## config.mk

```make
export PLATFORM = sky130hd
export DESIGN_NAME = heat_profile_seq
export DESIGN_NICKNAME = d
export VERILOG_FILES = /design/src/rtl/heat_profile_seq.sv
export SDC_FILE = /design/constraint.sdc
export NUM_CORES = 1
export LEC_CHECK = 0
export ABC_AREA = 0
export CAP_MARGIN = 20
export CORE_ASPECT_RATIO = 1.25
export CORE_MARGIN = 3
export CORE_UTILIZATION = 40
export DETAILED_ROUTE_END_ITERATION = 10
export DONT_BUFFER_PORTS = 1
export GPL_TIMING_DRIVEN = 0
export PLACE_DENSITY_LB_ADDON = 0.3
export SLEW_MARGIN = 20
export SYNTH_ARGS = -nofsm -noshare
export SYNTH_HDL_FRONTEND = slang
export SYNTH_SLANG_ARGS = --single-unit
```

## constraint.sdc

```tcl
create_clock -name clk_i -period 3.48 [get_ports clk_i]
set_clock_uncertainty 0.05 [all_clocks]
set_input_delay 0.348 -clock clk_i [delete_from_list [all_inputs] [get_ports clk_i]]
set_output_delay 0.348 -clock clk_i [all_outputs]
set_load 0.05 [all_outputs]
```

## src/rtl/heat_profile_seq.sv

```systemverilog
// Steps the heater setpoint code through a ramp/soak profile with optional cool-down (HEAT_PROFILE_COOL_EN).
// Latency: outputs registered, temp_i decisions take sample + transition edge; no backpressure, abort_i always wins.
module heat_profile_seq #(
    parameter int unsigned TICK_DIV      = 100_000_000,
    parameter int unsigned NUM_STEPS     = 5,
    parameter logic [14:0] PROFILE_CASES = 15'o54321,
    parameter logic [39:0] PROFILE_DWELL = 40'h0A_0A_0A_0A_0A,
    parameter int unsigned RAMP_TIMEOUT  = 600,
    parameter int unsigned TOL           = 2,
    parameter logic [7:0]  COOL_TEMP     = 8'h32
) (
    input  logic       clk_i,
    input  logic       rst,
    input  logic       start_i,
    input  logic       abort_i,
    input  logic [7:0] temp_i,
    output logic [2:0] tempCase_o,
    output logic [2:0] step_o,
    output logic       busy_o,
    output logic       done_o,
    output logic       fault_o
);

    localparam int unsigned PW        = (TICK_DIV > 1) ? $clog2(TICK_DIV) : 1;
    localparam logic [PW-1:0] TICK_LAST = PW'(TICK_DIV - 1);
    localparam logic [2:0] LAST_STEP  = 3'(NUM_STEPS - 1);

    typedef enum logic [2:0] {
        S_IDLE  = 3'd0,
        S_RAMP  = 3'd1,
        S_SOAK  = 3'd2,
        S_DONE  = 3'd3,
        S_FAULT = 3'd4
`ifdef HEAT_PROFILE_COOL_EN
        , S_COOL = 3'd5
`endif
    } state_t;

    function automatic logic [2:0] code_of(input logic [2:0] k);
        return PROFILE_CASES[3*k +: 3];
    endfunction

    function automatic logic [7:0] dwell_of(input logic [2:0] k);
        return PROFILE_DWELL[8*k +: 8];
    endfunction

    function automatic logic [7:0] setpoint(input logic [2:0] c);
        case (c)
            3'd1:    return 8'h28;
            3'd2:    return 8'h46;
            3'd3:    return 8'h64;
            3'd4:    return 8'h7F;
            3'd5:    return 8'h96;
            default: return 8'hFF;
        endcase
    endfunction

    logic [7:0]    r_temp_q;
    state_t        r_state;
    logic [2:0]    r_step;
    logic [PW-1:0] r_presc;
    logic [7:0]    r_dwell;
    logic [15:0]   r_ramp_tmr;

    state_t        w_nxt_state;
    logic [2:0]    w_nxt_step;
    logic [2:0]    w_code;
    logic          w_tick;
    logic [15:0]   w_tmr_nxt;
    logic          w_reached;
    logic          w_timeout;
    logic          w_expired;
    logic          w_enter;
    logic          w_nxt_busy;

    assign w_code    = code_of(r_step);
    assign w_tick    = (r_presc == TICK_LAST);
    assign w_tmr_nxt = (w_tick && r_ramp_tmr != 16'hFFFF) ? r_ramp_tmr + 16'd1 : r_ramp_tmr;
    assign w_reached = ({1'b0, r_temp_q} + 9'(TOL)) >= {1'b0, setpoint(w_code)};
    assign w_timeout = (RAMP_TIMEOUT != 0) && ({16'd0, w_tmr_nxt} >= RAMP_TIMEOUT);
    // Expiry fires on the tick that would take the counter to zero so SOAK lasts exactly D ticks.
    assign w_expired = (r_dwell == 8'd0) || (w_tick && r_dwell == 8'd1);
    assign w_enter   = (w_nxt_state != r_state);

`ifdef HEAT_PROFILE_COOL_EN
    logic w_cooled;
    assign w_cooled   = (r_temp_q <= COOL_TEMP);
    assign w_nxt_busy = (w_nxt_state == S_RAMP) || (w_nxt_state == S_SOAK) || (w_nxt_state == S_COOL);
`else
    assign w_nxt_busy = (w_nxt_state == S_RAMP) || (w_nxt_state == S_SOAK);
`endif

    always_comb begin
        w_nxt_state = r_state;
        w_nxt_step  = r_step;
        if (abort_i) begin
            w_nxt_state = S_IDLE;
            w_nxt_step  = 3'd0;
        end else begin
            case (r_state)
                S_IDLE, S_DONE: begin
                    if (start_i) begin
                        w_nxt_state = S_RAMP;
                        w_nxt_step  = 3'd0;
                    end
                end
                S_RAMP: begin
                    // Reached beats timeout when both land in the same cycle.
                    if (w_code >= 3'd6)                   w_nxt_state = S_FAULT;
                    else if (w_code == 3'd0 || w_reached) w_nxt_state = S_SOAK;
                    else if (w_timeout)                   w_nxt_state = S_FAULT;
                end
                S_SOAK: begin
                    if (w_expired) begin
                        if (r_step < LAST_STEP) begin
                            w_nxt_state = S_RAMP;
                            w_nxt_step  = r_step + 3'd1;
                        end else begin
`ifdef HEAT_PROFILE_COOL_EN
                            w_nxt_state = S_COOL;
`else
                            w_nxt_state = S_DONE;
`endif
                        end
                    end
                end
`ifdef HEAT_PROFILE_COOL_EN
                S_COOL: if (w_cooled) w_nxt_state = S_DONE;
`endif
                S_FAULT: w_nxt_state = S_FAULT;
                default: w_nxt_state = S_IDLE;
            endcase
        end
    end

    always_ff @(posedge clk_i or posedge rst) begin
        if (rst) begin
            r_temp_q   <= 8'd0;
            r_state    <= S_IDLE;
            r_step     <= 3'd0;
            r_presc    <= '0;
            r_dwell    <= 8'd0;
            r_ramp_tmr <= 16'd0;
            tempCase_o <= 3'd0;
            step_o     <= 3'd0;
            busy_o     <= 1'b0;
            done_o     <= 1'b0;
            fault_o    <= 1'b0;
        end else begin
            r_temp_q <= temp_i;
            r_state  <= w_nxt_state;
            r_step   <= w_nxt_step;
            r_presc  <= (w_enter || w_tick) ? '0 : r_presc + 1'b1;

            if (w_enter && w_nxt_state == S_SOAK)
                r_dwell <= dwell_of(w_nxt_step);
            else if (r_state == S_SOAK && w_tick && r_dwell != 8'd0)
                r_dwell <= r_dwell - 8'd1;

            if (w_enter && w_nxt_state == S_RAMP)
                r_ramp_tmr <= 16'd0;
            else if (r_state == S_RAMP)
                r_ramp_tmr <= w_tmr_nxt;

            tempCase_o <= (w_nxt_state == S_RAMP || w_nxt_state == S_SOAK) ? code_of(w_nxt_step) : 3'd0;
            step_o     <= w_nxt_step;
            busy_o     <= w_nxt_busy;
            done_o     <= (w_nxt_state == S_DONE);
            fault_o    <= (w_nxt_state == S_FAULT);
        end
    end

endmodule

```

Word-level counts from Yosys, hierarchy flattened
Index checks and enable logic that the tools add are counted.
W data, S select, Z words.
Word-level totals
  input port bits: 12
  logic and storage cells: 79
  flip-flop bits (word level): 71
  output and inout bits: 9
Cells by class
  reductions and logical operators: 17
  multiply operators: 2
  shift-type cells: 3
  eq/ne operators: 17
  muxes and demuxes: 21
  add/subtract/negate cells: 5
  magnitude comparators: 4
Operators by type and width (number)
  $mux W16: 3
  $pmux W8 S5: 1
  $shiftx A40 B7 Y8 const A: 1
  $mux W3: 11
  $shiftx A15 B6 Y3 const A: 2
  $add A27 B1 Y27 const B: 1
  $eq A27 B27 Y1 const B: 1
  $mux W27: 1
  $eq A3 B2 Y1 const B: 6
  $add A16 B1 Y16 const B: 1
  $ge A16 B10 Y1 const B: 1
  $mux W8: 2
  $ne A16 B16 Y1 const B: 1
  $eq A3 B3 Y1 const B: 4
  $pmux W3 S4: 1
  $mul A2 B3 Y5 const A: 2
  $add A8 B2 Y9 const B: 1
  $eq A3 B1 Y1 const B: 3
  $ge A9 B8 Y1: 1
  $eq A8 B1 Y1 const B: 1
  $logic_not A8 Y1: 1
  $reduce_bool A8 Y1: 1
  $sub A8 B1 Y8 const B: 1
  $logic_and A1 B1 Y1: 6
  10 further kinds: 15

Depth between registers and ports, before layout
  depth after elaboration: 13
  depth in mapped cells: 17

Worst setup path after synthesis
OpenSTA, ideal clock, no wires.
  kind: register to register
  start point: reg r_step[0]
  end point: reg r_ramp_tmr[0]
  required time: 3.309 ns
  period minus slack after synthesis: 4.150 ns
  buffers on the path: 2
  arrival time: 3.978 ns
  path slack: -0.670 ns
  stages on the path, launching flop included: 18
  cells stage by stage: dfrtp_1 inv_1 ha_1 clkbuf_1 inv_1 nor2_1 a21oi_1 o22ai_1 ha_1 a21o_1 a21oi_1 nor2b_1 a2111oi_0 a2bb2oi_1 nand2_1 nor2_1 buf_2 nor2_1
Between the ends
  word-level cells in the longest chain between the ends: 13
Ends and longest elaborated chain
  start, declared: RTL line 60  | logic [2:0] r_step;
  start signal, assigned: RTL line 152  | r_step <= w_nxt_step;
  $mul A2 B3 Y5: RTL line 40  | return PROFILE_CASES[3*k +: 3];
  $shiftx A15 B6 Y3: RTL line 40
  $eq A3 B3 Y1 (tied with other cells): RTL line 48  | case (c)
  $pmux W8 S5: RTL line 48
  $ge A9 B8 Y1: RTL line 79  | assign w_reached = ({1'b0, r_temp_q} + 9'(TOL)) >= {1'b0, setpoint(w_code)};
  $logic_or A1 B1 Y1: RTL line 110  | else if (w_code == 3'd0 || w_reached) w_nxt_state = S_SOAK;
  $mux W3: RTL line 110
  $mux W3: RTL line 109  | if (w_code >= 3'd6) w_nxt_state = S_FAULT;
  $pmux W3 S4 (*): RTL line 100  | case (r_state)
  $mux W3 (*): RTL line 96  | if (abort_i) begin
  $ne A3 B3 Y1 / $eq A3 B1 Y1 (equally long branches): RTL line 83, 160
  $logic_and A1 B1 Y1 (*): RTL line 160  | if (w_enter && w_nxt_state == S_RAMP)
  $mux W16 / $reduce_bool A2 Y1 (equally long branches)
  end signal, assigned: RTL line 163  | r_ramp_tmr <= w_tmr_nxt;
  end, declared: RTL line 63  | logic [15:0] r_ramp_tmr;
Every way passes the cells marked *; elsewhere a longest branch is shown, timed or not.
A chain may end at the register's enable or synchronous reset.

Worst setup path in the final report
  start point: reg r_step[1]
  end point: reg r_presc[6]
Between the ends
  word-level cells in the longest chain between the ends: 13
Ends and longest elaborated chain
  $mul A2 B3 Y5: RTL line 40
  $shiftx A15 B6 Y3: RTL line 40
  $eq A3 B3 Y1 (tied with other cells): RTL line 48
  $pmux W8 S5: RTL line 48
  $ge A9 B8 Y1: RTL line 79
  $logic_or A1 B1 Y1: RTL line 110
  $mux W3: RTL line 110
  $mux W3: RTL line 109
  $pmux W3 S4 (*): RTL line 100
  $mux W3 (*): RTL line 96
  $ne A3 B3 Y1 (*): RTL line 83  | assign w_enter = (w_nxt_state != r_state);
  $logic_or A1 B1 Y1 (*): RTL line 153  | r_presc <= (w_enter || w_tick) ? '0 : r_presc + 1'b1;
  $mux W27 (*): RTL line 153
  end signal, assigned: RTL line 153
  end, declared: RTL line 61  | logic [PW-1:0] r_presc;
Marks and branches as above.

==> reports/results.txt <==
Outcome = finished with violations
Failing checks = setup timing
Dpl cell area = 4870 µm²
Ys flop type = dfrtp_1
Placement Rows = 43
CP Max Fanout = 6
CP required = 3.69 ns
Final nets = 601
CP max stage delay = 0.60 ns
Port bufs = 0
Hold crit path type = in2reg
Starting Density = 41.5%
Final period utilization = 101%
PD cells = 505 nW/µm²
Netlist cell types = 67
Gpl congestion = 0.848
Worst setup SP type = flip-flop
Antenna viol nets, final = 0
Largest net degree at the start of global routing = 49
Chip Width = 102 µm
DR DRC count = 0
Crit. End Element = flip-flop
Die Area = 12900 µm²
HPWL after detailed placement = 7.24 mm
Core area = 11200 µm²
CP Data Arrival Time = 3.74 ns
CTS Buf Count = 9
YS warnings = 0
VDD IR-drop max = 0.251 mV
Slowest-stage cell, CP = dfrtp_4
Global-route wire length before repair = 17.9 mm
Tmin final = 3.53 ns
Fin. max-slew vios = 0
R2R Setup Slk = -0.05 ns
Final hold viol count = 0
Critical setup path kind = reg2reg
Number of enable flip-flop cells after synthesis = 0
ANT cells = 0
TritonCTS clock tree = done
Routed wire per std cell = 15.6 µm
Via count = 3990
Congestion Overflow GR = 0
IO Count = 21
CTS Root Cell = clkbuf_16
Vias in the first global route = 3907
Maximum capacitance violations = 0
Clock sinks = 71
Crit path cell chain = inv_4 -> ha_4 -> o211a_1 -> a21oi_2 -> o22ai_2 -> ha_1 -> buf_4 -> and4_4 -> a2111oi_4 -> nor3b_2 -> nor3b_4 -> nor3b_4 -> buf_6 -> nor3b_2
Synth async-reset ratio = 100%
Seq cells post-synth = 71
Design area = 5900 µm²
CTS max path bufs = 2
RSZ-0062 raised after global routing = yes
Die Span Y = 126 µm
Post-synthesis sequential area ratio = 38.3%
Clock slew at reported path FFs = 0.06 ns
Slew headroom = 34.6%
Max frequency = 0.283 GHz
Final setup margin = -0.0488 ns
Post-Route WL = 11.1 mm
Synthesized area per cell = 8.84 µm²
Slew @ Worst Pin = 0.969 ns
Synthesis-to-layout area growth = 27.1%
DRT iter0 DRCs = 181
Final core utilization = 52.7%
Initial antenna violation count = 0
LEAKAGE = 2.51 nW
# fillers = 1007
Cells after Synth = 525
Tot GR Track Use = 17.2%
H-tree Lvls = 3
First-pass DRT Iterations = 4
Clk Latency, worst-skew pair = 0.34 ns
Synthesized Nets = 556
Vias/cell = 5.62
Crit path buf inv count = 3
CP delay by family, top = simple AND/OR/NAND/NOR gates
Synthesized area = 4640 µm²
Final setup fails = 39
Share of layout cells above drive strength 1 = 27.1%
routing by layer:
| metal | vias up | share of wire (%) | global-route usage (%) | wire length (µm) |
|---|---|---|---|---|
| li1 | 1916 | - | - | - |
| met1 | 1953 | 43 | 20.9 | 4710 |
| met2 | 95 | 51 | 28.9 | 5690 |
| met3 | 26 | 3.3 | 3.14 | 362 |
| met4 | 0 | 2.8 | 8.34 | 305 |
| met5 | - | 0 | 0 | 0 |
Yosys cell counts, types with 3 or more instances:
master | number | area [µm²]
a31oi_1 | 7 | 43.8
nand3_1 | 19 | 95.1
a21o_1 | 5 | 37.5
inv_1 | 18 | 67.6
and2_1 | 3 | 18.8
nand4_1 | 17 | 106
buf_2 | 7 | 35.0
nor2b_1 | 7 | 43.8
clkbuf_1 | 8 | 30.0
nor2_2 | 20 | 125
or2_2 | 4 | 25.0
o21bai_1 | 4 | 30.0
xnor2_1 | 37 | 324
o21ai_0 | 14 | 70.1
xor2_1 | 19 | 166
buf_4 | 4 | 30.0
dfrtp_1 | 71 | 1780
nor2_1 | 61 | 229
and3_1 | 12 | 75.1
a21oi_1 | 15 | 75.1
nor3_1 | 15 | 75.1
nand2_1 | 63 | 236
and4_1 | 4 | 35.0
nor4_1 | 5 | 31.3
o21a_1 | 3 | 22.5
nand2b_1 | 5 | 31.3
or3_1 | 5 | 31.3
ha_1 | 19 | 238
timing repair:
action	4_1_cts	5_1_grt
endpoints found under the hold margin	31	0
pin swaps	20	32
endpoints found under the setup margin	57	51
hold buffers	9	0
setup buffers	17	9
resized for setup	49	57
gates cloned	1	3
final cells by class:
class                   count  area [µm²]  area share, %
plain buffers              22         159           2.69
clock buffers              10         229           3.88
repair buffers             36         364           6.17
multi-input cells         412        3010           51.0
clock inverters             6         109           1.85
well taps                 135         169           2.86
inverters                  18        77.6           1.32
flip-flops and latches     71        1790           30.3
tightest hold or removal path, cell delays in order:
cell     delay, ns
nor2_1        0.08
o31ai_1       0.08
a21o_1        0.17
inv_1         0.07
flip-flops by register name, indices dropped and copies added (netlist names):
name	count
r_step	3
r_presc	27
r_ramp_tmr	16
tempCase_o	3
r_state	3
busy_o	1
fault_o	1
r_temp_q	8
r_dwell	8
done_o	1
report_power, final:
part	leakage [nW]	switching (mW)	internal (mW)
Combinational	1.39	0.485	0.420
Sequential	0.954	0.119	0.895
Clock	0.166	0.359	0.699
kinds of logic after synthesis:
kind of cell,Yosys count,share of synthesized area (%)
compound gates,77,11.7
xor+xnor,56,10.6
fa+ha+maj,19,5.12
buf+inv,42,4.58
flops,71,38.3
mux,2,0.431
simple gates,258,29.4
worst paths after layout:
| path | from | to | cells past startpoint |
|---|---|---|---|
| setup / recovery | r_step[1] | r_presc[6] | 14 |
| hold / removal | start_i | r_step[1] | 4 |
| setup reg to reg | r_step[1] | r_presc[6] | 14 |
| hold reg to reg | r_dwell[6] | r_dwell[6] | 2 |
| max in group asynchronous | rst | r_step[1] | 3 |
| min in group asynchronous | rst | done_o | 2 |
layout by cell type (no fill, tap or decap), types with 12 or more instances in the layout:
cell and instances:
nand4_1 17, nor2_4 15, ha_1 15, xor2_1 19, xnor2_1 37, nor2_1 40
nor2_2 26, nand2_1 56, nand3_1 19, and3_1 12, dfrtp_1 68, buf_4 23
inv_1 14, a21oi_1 13
per-stage QoR:
step	hold slack, ns	power [mW]	cells	worst slack, ns	TNS, ns
after CTS	0.383	2.88	702	-0.0423	-0.107
after global routing	0.438	3.13	710	-0.215	-8.15
after global placement	0.330	1.61	660	-0.606	-23.22
final	0.394	2.98	710	-0.0488	-0.877
after detailed placement	0.169	1.62	661	-0.581	-22.55
after floorplan	0.329	1.49	525	0.00224	0
Power figures use the tool's default switching activity.
==> RTL change (same flow settings) <==
Change the parameter `TICK_DIV` from 100_000_000 to 400_000_000.
--- a/src/rtl/heat_profile_seq.sv
+++ b/src/rtl/heat_profile_seq.sv
@@ -2,5 +2,5 @@
 // Latency: outputs registered, temp_i decisions take sample + transition edge; no backpressure, abort_i always wins.
 module heat_profile_seq #(
-    parameter int unsigned TICK_DIV      = 100_000_000,
+    parameter int unsigned TICK_DIV      = 400_000_000,
     parameter int unsigned NUM_STEPS     = 5,
     parameter logic [14:0] PROFILE_CASES = 15'o54321,
Formal check against the unedited RTL: same outputs for any inputs over 10 cycles, from zero or initial values and one cycle with rst high; that may be too few to reach the edited logic, so the function may still have changed.
==> RTL change against the original RTL <==
  * Sequential share of layout area rose by 1.7 points
  * Routed wire length down 7.5%
  * The flow still finishes with violations (setup timing)
  * Highest routed layer unchanged
  * Area after synthesis fell by 4.7%
  * Clock power down 10%
  * Total power decreased by 19%
  * Sequential cell count increased by 2
  * Setup slack lost 0.43 ns
  * Die area shrank 4.4%
  * Combinational power decreased by 46%
  * Non-clock buffer count decreased by 8
  * Final cell count down 6.1%
  * Design area fell by 2.6%
==> RTL change: results (changes against the original RTL) <==
* Top post-synthesis cells by area: dfrtp_1, nor2_1, xnor2_1 (was dfrtp_1, xnor2_1, ha_1)
* Detail Route met3 WL at 281 um (was 362 um)
* Register area share after synthesis at 0.413 (was 0.383)
* Final worst slack at -0.475 ns (was -0.0488 ns)
* First-pass GRT wire length at 17,100 um (was 17,900 um)
* M1 WL at 4280 um (was 4710 um)
* Static Leak at 0.00234 uW (was 0.00251 uW)
* Final setup TNS at -18.35 ns (was -0.877 ns)
* Met3 usage at 0.0342 (was 0.0314)
* Arr. time, crit path at 4.12 ns (was 3.74 ns)
* List of most frequent post-synthesis cells: nor2_1, dfrtp_1, nand2_1 (was dfrtp_1, nand2_1, nor2_1)
* Number of global-route vias before repair at 3,639 (was 3,907)
* Layout cells sized above 1 at 0.243 (was 0.271)
* Crit path from: r_step[0] (was r_step[1])
* Synth Area in Compound Gates at 0.105 (was 0.117)
* Synth Area in XOR/XNOR at 0.117 (was 0.106)
* Reg2reg path depth at 15 (was 14)
* Violated checks: setup timing (unchanged)
* M2 GR Usage at 0.303 (was 0.289)
* Met2 WL at 5510 um (was 5690 um)
* Post-synth cell types at 60 (was 67)
* Largest net degree at the start of global routing at 41 (was 49)
* Vias at 3,662 (was 3,990)
* Final setup fails at 53 (was 39)
* Initial DRC count at 163 (was 181)
* VDD IR-drop max at 0.000221 V (was 0.000251 V)
* Met1 Resource Use GR at 0.206 (was 0.209)
* Fillers at 931 (was 1,007)
* Status: finished, violations left (unchanged)
* Largest registers: r_presc (29), r_ramp_tmr (16) (was r_presc (27), r_ramp_tmr (16))
* Syn_nets at 517 (was 556)
* Final Wtd Congestion at 0.859 (was 0.848)
* Adder-cell share of the synthesized area at 0.0566 (was 0.0512)
* Tightest Pin Transition at 0.753 ns (was 0.969 ns)
* Detail Placement HPWL at 6900 um (was 7240 um)
* Post-Syn Instances at 485 (was 525)
-- RTL change: cell count changes after synthesis, sizes merged, moves of 5 or more --
cell,change
buf,-12
nand2,-23
xor2,+8
xnor2,-5
o21ai,-6
nor3,+5
nand4,-9
a31oi,-7
nor2,+5
-- RTL change: area by class of cell --
class,instances,area share
tap,132,0.0287
timing repair buffer,36,0.0662
sequential,73,0.319
buffer,14,0.0181
clock inverter,5,0.0111
multi-input combinational,382,0.502
inverter,14,0.0109
clock buffer,11,0.0440
-- RTL change: through the flow --
step / util / worst slack [ns] / hold slack [ns]
final: 0.536 / -0.475 / 0.260
after global routing: 0.536 / -0.601 / 0.269
after CTS: 0.518 / -0.460 / 0.232
after detailed placement: 0.439 / -0.780 / 0.213
after global placement: 0.437 / -0.767 / 0.329
after floorplan: - / -0.187 / 0.329
-- RTL change: cell families after synthesis --
group                    Yosys count
AND/OR/NAND/NOR                  236
multiplexers                       3
flip-flops                        73
XOR/XNOR                          59
AO/OA/AOI/OAI                     64
adder cells (fa/ha/maj)           20
buffers and inverters             30
-- RTL change: worst min path at each step --
stage	start	end	slack (ns)	cells after the start
final	abort_i	tempCase_o[0]	0.26	2
after global routing	abort_i	tempCase_o[0]	0.27	2
after CTS	abort_i	tempCase_o[2]	0.23	2
after detailed placement	rst	r_presc[5]	0.21	1
after global placement	temp_i[3]	r_temp_q[3]	0.33	0
after floorplan	temp_i[0]	r_temp_q[0]	0.33	0
-- RTL change: what timing repair did --
action	in CTS	in global routing
pin swaps	35	20
setup buffers	19	6
hold buffers	9	0
gates cloned	2	0
endpoints found under the hold margin	41	0
endpoints found under the setup margin	61	63
resized for setup	59	38
-- RTL change: power by group --
part	switching, uW	leakage [uW]	total (uW)	internal, uW
Sequential	63.6	0.000979	954	890
Clock	355	0.000152	952	597
Combinational	259	0.00121	491	232
